File: src/rtl/serial_adder_ctrl.sv
// Bit-serial adder: one full_adder driven LSB-first, carry registered; optional ovf output under SERIAL_ADDER_OVF_EN.
// Latency: out_valid rises WIDTH cycles after the input-accept edge; one operation per WIDTH+2 cycles at best.
// Backpressure: in_ready only in IDLE; result, cout and out_valid hold while out_ready is low.

module full_adder (
    input  logic a,
    input  logic b,
    input  logic cin,
    output logic sum,
    output logic cout
);
    assign sum  = a ^ b ^ cin;
    assign cout = (a & b) | (cin & (a ^ b));
endmodule

module serial_adder_ctrl #(
    parameter int WIDTH = 8
) (
    input  logic             clk,
    input  logic             rst_n,
    input  logic             in_valid,
    output logic             in_ready,
    input  logic [WIDTH-1:0] a,
    input  logic [WIDTH-1:0] b,
    input  logic             cin,
    output logic             out_valid,
    input  logic             out_ready,
    output logic [WIDTH-1:0] sum,
    output logic             cout,
`ifdef SERIAL_ADDER_OVF_EN
    output logic             ovf,
`endif
    output logic             busy
);
    localparam int CW = $clog2(WIDTH) + 1;

    typedef enum logic [1:0] {IDLE, SHIFT, DONE} state_t;

    state_t           state;
    logic [WIDTH-1:0] a_sr;
    logic [WIDTH-1:0] b_sr;
    logic [WIDTH-1:0] s_sr;
    logic [WIDTH-1:0] s_nxt;
    logic             carry;
    logic [CW-1:0]    cnt;
    logic             fa_sum;
    logic             fa_cout;

    full_adder u_fa (
        .a    (a_sr[0]),
        .b    (b_sr[0]),
        .cin  (carry),
        .sum  (fa_sum),
        .cout (fa_cout)
    );

    // The new sum bit enters at the MSB so that after WIDTH shifts bit 0 sits at the LSB.
    always_comb begin
        s_nxt            = s_sr >> 1;
        s_nxt[WIDTH-1]   = fa_sum;
    end

    always_ff @(posedge clk or negedge rst_n) begin
        if (!rst_n) begin
            state     <= IDLE;
            in_ready  <= 1'b1;
            out_valid <= 1'b0;
            busy      <= 1'b0;
            sum       <= '0;
            cout      <= 1'b0;
            a_sr      <= '0;
            b_sr      <= '0;
            s_sr      <= '0;
            carry     <= 1'b0;
            cnt       <= '0;
`ifdef SERIAL_ADDER_OVF_EN
            ovf       <= 1'b0;
`endif
        end else begin
            case (state)
                IDLE: begin
                    if (in_valid && in_ready) begin
                        a_sr     <= a;
                        b_sr     <= b;
                        carry    <= cin;
                        cnt      <= '0;
                        state    <= SHIFT;
                        in_ready <= 1'b0;
                        busy     <= 1'b1;
                    end
                end
                SHIFT: begin
                    s_sr  <= s_nxt;
                    carry <= fa_cout;
                    a_sr  <= a_sr >> 1;
                    b_sr  <= b_sr >> 1;
                    cnt   <= cnt + CW'(1);
                    if (cnt == CW'(WIDTH - 1)) begin
                        state     <= DONE;
                        out_valid <= 1'b1;
                        sum       <= s_nxt;
                        cout      <= fa_cout;
`ifdef SERIAL_ADDER_OVF_EN
                        // On the last edge the carry register holds the carry into the MSB.
                        ovf       <= carry ^ fa_cout;
`endif
                    end
                end
                DONE: begin
                    if (out_ready) begin
                        state     <= IDLE;
                        out_valid <= 1'b0;
                        in_ready  <= 1'b1;
                        busy      <= 1'b0;
                    end
                end
                default: begin
                    state     <= IDLE;
                    in_ready  <= 1'b1;
                    out_valid <= 1'b0;
                    busy      <= 1'b0;
                end
            endcase
        end
    end
endmodule

File: config.mk
export PLATFORM = sky130hd
export DESIGN_NAME = serial_adder_ctrl
export DESIGN_NICKNAME = d
export VERILOG_FILES = /design/src/rtl/serial_adder_ctrl.sv
export SDC_FILE = /design/constraint.sdc
export NUM_CORES = 1
export LEC_CHECK = 0
export CORE_AREA = 2 2 64 66
export CTS_CLUSTER_SIZE = 40
export DETAILED_ROUTE_END_ITERATION = 12
export DIE_AREA = 0 0 66 68
export GPL_ROUTABILITY_DRIVEN = 0
export PLACE_DENSITY = 0.75
export SLEW_MARGIN = 20
export SYNTH_ARGS = -nofsm -noshare
export SYNTH_HDL_FRONTEND = slang
export SYNTH_SLANG_ARGS = --single-unit
File: constraint.sdc
create_clock -name clk -period 1.91 [get_ports clk]
set_input_delay 0.2865 -clock clk [delete_from_list [all_inputs] [get_ports clk]]
set_output_delay 0.2865 -clock clk [all_outputs]
set_load 0.01 [all_outputs]
==> out/results.txt, run 1 <==
core area = 3860 um^2
clock-pin slew on the worst setup and hold paths = 0.07 ns
final hold slack = 0.475 ns
pwr dens = 1420 nW/um^2
R2R Setup Slk = 0.31 ns
synthesized net count = 208
Seq/Total Area, Yosys = 56.8%
Max Freq = 0.592 GHz
setup TNS = 0 ns
die area = 4490 um^2
crit path DAT = 1.40 ns
total number of vias = 1382
critical path peak fanout = 6
critical path's top delay family = flip-flops
Max Slew Vio Count = 0
detailed-route vias per instance = 5.10
TritonRoute pass-1 iters = 4
Hold Vio Cnt, Final = 0
Cell variety after synth = 27
FP Rows = 23
worst min-delay path class = flip-flop to flip-flop
min Tclk post-route = 1.69 ns
Syn Std Cell Area = 1850 um^2
vias in the first global route = 1401
Final HPWL DP = 2370 um
Starting Density = 48.0%
pin slew with the least headroom to its limit = 0.516 ns
Nets = 244
CP startpoint kind = flip-flop
Setup CP Type = flip-flop to primary output
Clock Skew = 0.00715 ns
first-pass GRT wire length = 6090 um
Final Routed Wirelength = 3490 um
clock latency reported for the late side of the worst-skew pair = 0.29 ns
Gate Count Post-Synth = 185
Vert. Die Dim = 68 um
remaining antenna violation count = 0
P_leak = 0.00108 uW
CP Capture Type = primary output
share of layout cells above drive strength 1 = 12.7%
WHS Path Cells = 2
Hold Path End = s_sr[1]
htree depth = 2
RSZ-0062 raised after global routing = no
Hold Crit Start = s_sr[1]
Die X = 66 um
CTS max path bufs = 2
Critical R2R Capture = sum[6]
Synth Register Bits = 42
Initial DRC Count = 70
Syn Area/Cell = 10.0 um^2
worst endpoint required time = 1.62 ns
status = finished, final reports clean
initial antenna violation count = 0
largest net degree at the start of global routing = 30
Ys Warns = 0
Final Cycle Share = 88.5%
Max VDD drop = 0.708 mV
TritonCTS buffer count = 5
I/O pin total = 33
Num Clock Sinks = 42
Root Driver = clkbuf_8
Slew headroom = 65.6%
number of remaining DRC errors = 0
MaxCap Viol Count = 0
Worst Path Buf+Inv = 1
Area Overhead vs Synth = 23.9%
Worst Reg2Reg Path Length in Cells = 4
worst reg2reg path startpoint = cnt[0]
final setup vio count = 0
GRT Util Overall = 18.2%
drt wl/cell = 12.9 um
CTS tree = yes
n_diodes = 0
IO buf count = 32
Worst path max stage delay = 0.57 ns
critical path, cell by cell = clkdlybuf4s50_1
grt total ovfl = 0
post-CTS resize count = 0
critical path's slowest cell = dfstp_2
## final cells by class
cell class / instances / area (um^2)
Fill cell: 346 / 1560
Sequential cell: 42 / 1050
Multi-Input combinational cell: 130 / 703
Timing Repair Buffer: 40 / 390
Clock buffer: 5 / 68.8
Tap cell: 50 / 62.6
Clock inverter: 2 / 10.0
Inverter: 2 / 7.51
## cell usage in the layout, fill, tap and decap left out, drive strengths merged
master          n
o21ai           3
nor2           18
clkbuf          5
a21boi          1
or3             1
fa              1
clkinv          2
dfstp           1
mux2            9
clkdlybuf4s50  31
a21oi          35
nand3           6
and3b           1
inv             2
nor3            1
o21a            1
o2bb2ai         1
a22oi           1
ha              1
a21o            2
nand2b          1
nand2          44
nor2b           1
nand3b          1
o22a            1
dfrtp          41
buf             8
dlygate4sd3     1
## cell families after synthesis
| logic type | count (synthesis) | share of synthesized area, % |
|---|---|---|
| mux | 9 | 5.47 |
| fa+ha+maj | 2 | 1.76 |
| buf+inv | 13 | 5.34 |
| flops | 42 | 56.8 |
| simple gates | 74 | 17.4 |
| compound gates | 45 | 13.2 |
## worst register-to-register path: cells and delay by family (launching register included)
family / cells / cell delay, ns
and+or+nand+nor: 2 / 0.49
DFF: 1 / 0.38
muxes: 1 / 0.40
adders and majority gates: 1 / 0.21
## metal layers
| metal | share of wire, % | up-vias | routed length, um | GRT usage (%) |
|---|---|---|---|---|
| met2 | 46 | 27 | 1620 | 30.8 |
| met5 | 0 | - | 0 | 0 |
| met1 | 47 | 665 | 1630 | 22.1 |
| li1 | - | 684 | - | - |
| met4 | 2.0 | 0 | 71 | 7.65 |
| met3 | 5.0 | 6 | 175 | 4.93 |
## cells in the mapped netlist
library cell	n	area [um^2]
nand2_1	44	165
dfrtp_1	41	1030
a21oi_1	35	175
nor2_1	18	67.6
mux2_2	9	101
nand3_1	6	30.0
buf_4	5	37.5
buf_6	4	45.0
o21ai_0	3	15.0
a21o_1	2	15.0
inv_1	2	7.51
a21boi_0	1	7.51
a22oi_1	1	7.51
and3b_1	1	8.76
buf_2	1	5.00
clkbuf_1	1	3.75
dfstp_2	1	26.3
fa_1	1	20.0
ha_1	1	12.5
nand2b_4	1	13.8
nand3b_1	1	7.51
nor2b_1	1	6.26
nor3_4	1	16.3
o21a_1	1	7.51
o22a_1	1	8.76
o2bb2ai_1	1	8.76
or3_1	1	6.26
## worst max-delay path by stage
stage	from	endpoint	slack, ns	cells past startpoint
floorplan	cnt[0]	cout	0.54	5
global placement	cnt[0]	cout	0.35	4
detailed placement	cnt[0]	sum[6]	0.28	4
CTS	in_ready	in_ready	0.20	1
global route	cnt[0]	sum[3]	0.15	4
finish	in_ready	in_ready	0.22	1
## per-stage QoR
step	worst slack, ns	power, uW	cell area, um^2	instances	util, %
after floorplan	0.535	2350	1850	185	-
after global placement	0.352	2710	2210	263	57.2
after detailed placement	0.283	2770	2210	263	57.2
after CTS	0.202	3300	2290	271	59.5
after global routing	0.152	3540	2290	271	59.5
final	0.220	3260	2290	271	59.5
## where the power goes
part	internal, uW	leakage, uW	switching, uW
clock	245	0.0000438	278
combinational	603	0.000530	640
sequential	1250	0.000505	244
## sequential cells by signal (all words and copies together) (netlist names), 2 cells and up
register / cells
state: 2
s_sr: 7
sum: 8
cnt: 4
b_sr: 8
a_sr: 8
## what timing repair did
item | in CTS | in global routing
buffers inserted | 0 | 0
endpoints found under the hold margin | 20 | 0
hold buffers | 1 | 0
(Power assumes the default switching activity.)
==> inputs of run 2 (changes only) <==
- HOLD_SLACK_MARGIN: default -> 0.06
==> results of run 2 <==
No change in the layout: final DEF, timing and power equal those of run 1.
==> inputs of run 3 (changes only) <==
- CORE_AREA: 2 2 64 66 -> 2 2 67 69
- DIE_AREA: 0 0 66 68 -> 0 0 69 71
- PLACE_DENSITY: 0.75 -> 0.72
- clock period: 1.91 -> 1.5 ns (I/O delays scaled with it)
==> out/results.txt, run 3 (synthesized netlist as in run 1, its figures left out) <==
status = finished, final reports clean
setup TNS = 0 ns
P_leak = 0.00111 uW
Vert. Die Dim = 71 um
clock latency reported for the late side of the worst-skew pair = 0.29 ns
worst endpoint required time = 1.27 ns
Critical R2R Capture = sum[1]
drt wl/cell = 13.2 um
worst min-delay path class = input port to asynchronous set/reset pin
pin slew with the least headroom to its limit = 0.577 ns
number of remaining DRC errors = 0
area of the multi-input gates = 721 um^2
Critical Path Sink = busy
Hold Vio Cnt, Final = 0
min Tclk post-route = 1.42 ns
Root Driver = clkbuf_8
n_diodes = 0
CTS max path bufs = 2
Initial DRC Count = 99
Switching Share = 35.4%
clock power share = 16.1%
Setup CP Type = flip-flop to primary output
sequential power share = 43.7%
Int Pwr = 2780 uW
Clock Skew = 0.00180 ns
initial antenna violation count = 0
detailed-route vias per instance = 5.15
Starting Density = 44.0%
CP Depth = 1
largest registers = a_sr x8, b_sr x8, sum x8
switching power = 1520 uW
MaxCap Viol Count = 0
FF+latch area = 1050 um^2
Final Cycle Share = 95.0%
most common cell after layout, fill and taps aside = nand2_1
Slew headroom = 61.4%
most frequent cells in the layout = nand2_1 (44), dfrtp_1 (41), a21oi_1 (35), clkdlybuf4s50_1 (30), nor2_1 (18)
share of layout cells above drive strength 1 = 13.3%
Worst Reg2Reg Path Length in Cells = 5
IO buf count = 32
clock-pin slew on the worst setup and hold paths = 0.07 ns
I/O pin total = 33
CP startpoint kind = flip-flop
fillers = 396
TritonRoute pass-1 iters = 4
Combinational Power Share = 40.2%
htree depth = 2
pwr dens = 1810 nW/um^2
dpl cells = 265
critical path, cell by cell = clkdlybuf4s50_1
die area = 4900 um^2
Placed Area = 2250 um^2
Worst Path Buf+Inv = 1
remaining antenna violation count = 0
crit path DAT = 1.20 ns
Max VDD drop = 1.08 mV
Die X = 69 um
GRT Util Overall = 16.5%
core area = 4200 um^2
Num Clock Sinks = 42
critical path's top delay family = buffers and inverters
CP startpoint = busy
worst reg2reg path startpoint = cnt[1]
first-pass GRT wire length = 6440 um
TritonCTS buffer count = 5
vias in the first global route = 1432
final setup vio count = 0
Max Slew Vio Count = 0
Nets = 247
CP Capture Type = primary output
Post-Layout Cell Count = 277
Worst path max stage delay = 0.54 ns
FP Rows = 24
critical path peak fanout = 3
largest net degree at the start of global routing = 43
Final HPWL DP = 2320 um
Final Routed Wirelength = 3640 um
grt total ovfl = 0
total number of vias = 1427
Max Freq = 0.702 GHz
Area Overhead vs Synth = 28.2%
Final Cell Area = 2370 um^2
R2R Setup Slk = 0.08 ns
critical path's slowest cell = clkdlybuf4s50_1
final hold slack = 0.438 ns
CTS tree = yes
-- run 3: repair_timing --
| action | 4_1_cts | 5_1_grt |
|---|---|---|
| setup endpoints to repair | 23 | 10 |
| endpoints found under the hold margin | 41 | 0 |
| setup buffers | 1 | 2 |
| gates resized for setup | 2 | 3 |
| hold buffers | 1 | 0 |
-- run 3: layout make-up --
cell class                      count  area share [%]
Clock buffer                        8            3.37
Tap cell                           52            2.74
Multi-Input combinational cell    130            30.3
Sequential cell                    42            44.3
Inverter                            2           0.316
Timing Repair Buffer               43            18.9
-- run 3: power by group through the flow --
| stage | Combinational (uW) | Clock (uW) | Sequential, uW |
|---|---|---|---|
| after floorplan | 1090 | 0 | 1910 |
| after global placement | 1600 | 0 | 1880 |
| after detailed placement | 1660 | 0 | 1890 |
| after CTS | 1690 | 719 | 1870 |
| after global routing | 1970 | 760 | 1940 |
| final | 1730 | 691 | 1880 |
-- run 3: worst min-delay path by stage --
stage,start,endpoint,cells past startpoint
6_report,rst_n,a_sr[5],3
5_1_grt,rst_n,a_sr[5],3
4_1_cts,rst_n,a_sr[4],3
3_5_place_dp,rst_n,a_sr[4],2
3_3_place_gp,rst_n,a_sr[4],2
2_1_floorplan,rst_n,a_sr[0],0
-- run 3: metal layers --
metal / share of wire (%) / track usage (%) / vias up
met4: 1.5 / 9.15 / 0
met5: 0 / 0 / -
met1: 46 / 21.9 / 679
met2: 46 / 24.8 / 43
met3: 6.4 / 4.56 / 7
li1: - / - / 698
-- run 3: through the flow --
stage / util [%] / total power (uW) / setup slack, ns
6_report: 56.5 / 4300 / 0.0755
2_1_floorplan: - / 3000 / 0.125
3_5_place_dp: 53.4 / 3550 / -0.0870
4_1_cts: 55.8 / 4280 / 0.0289
5_1_grt: 56.5 / 4680 / -0.00989
3_3_place_gp: 53.4 / 3480 / -0.0624
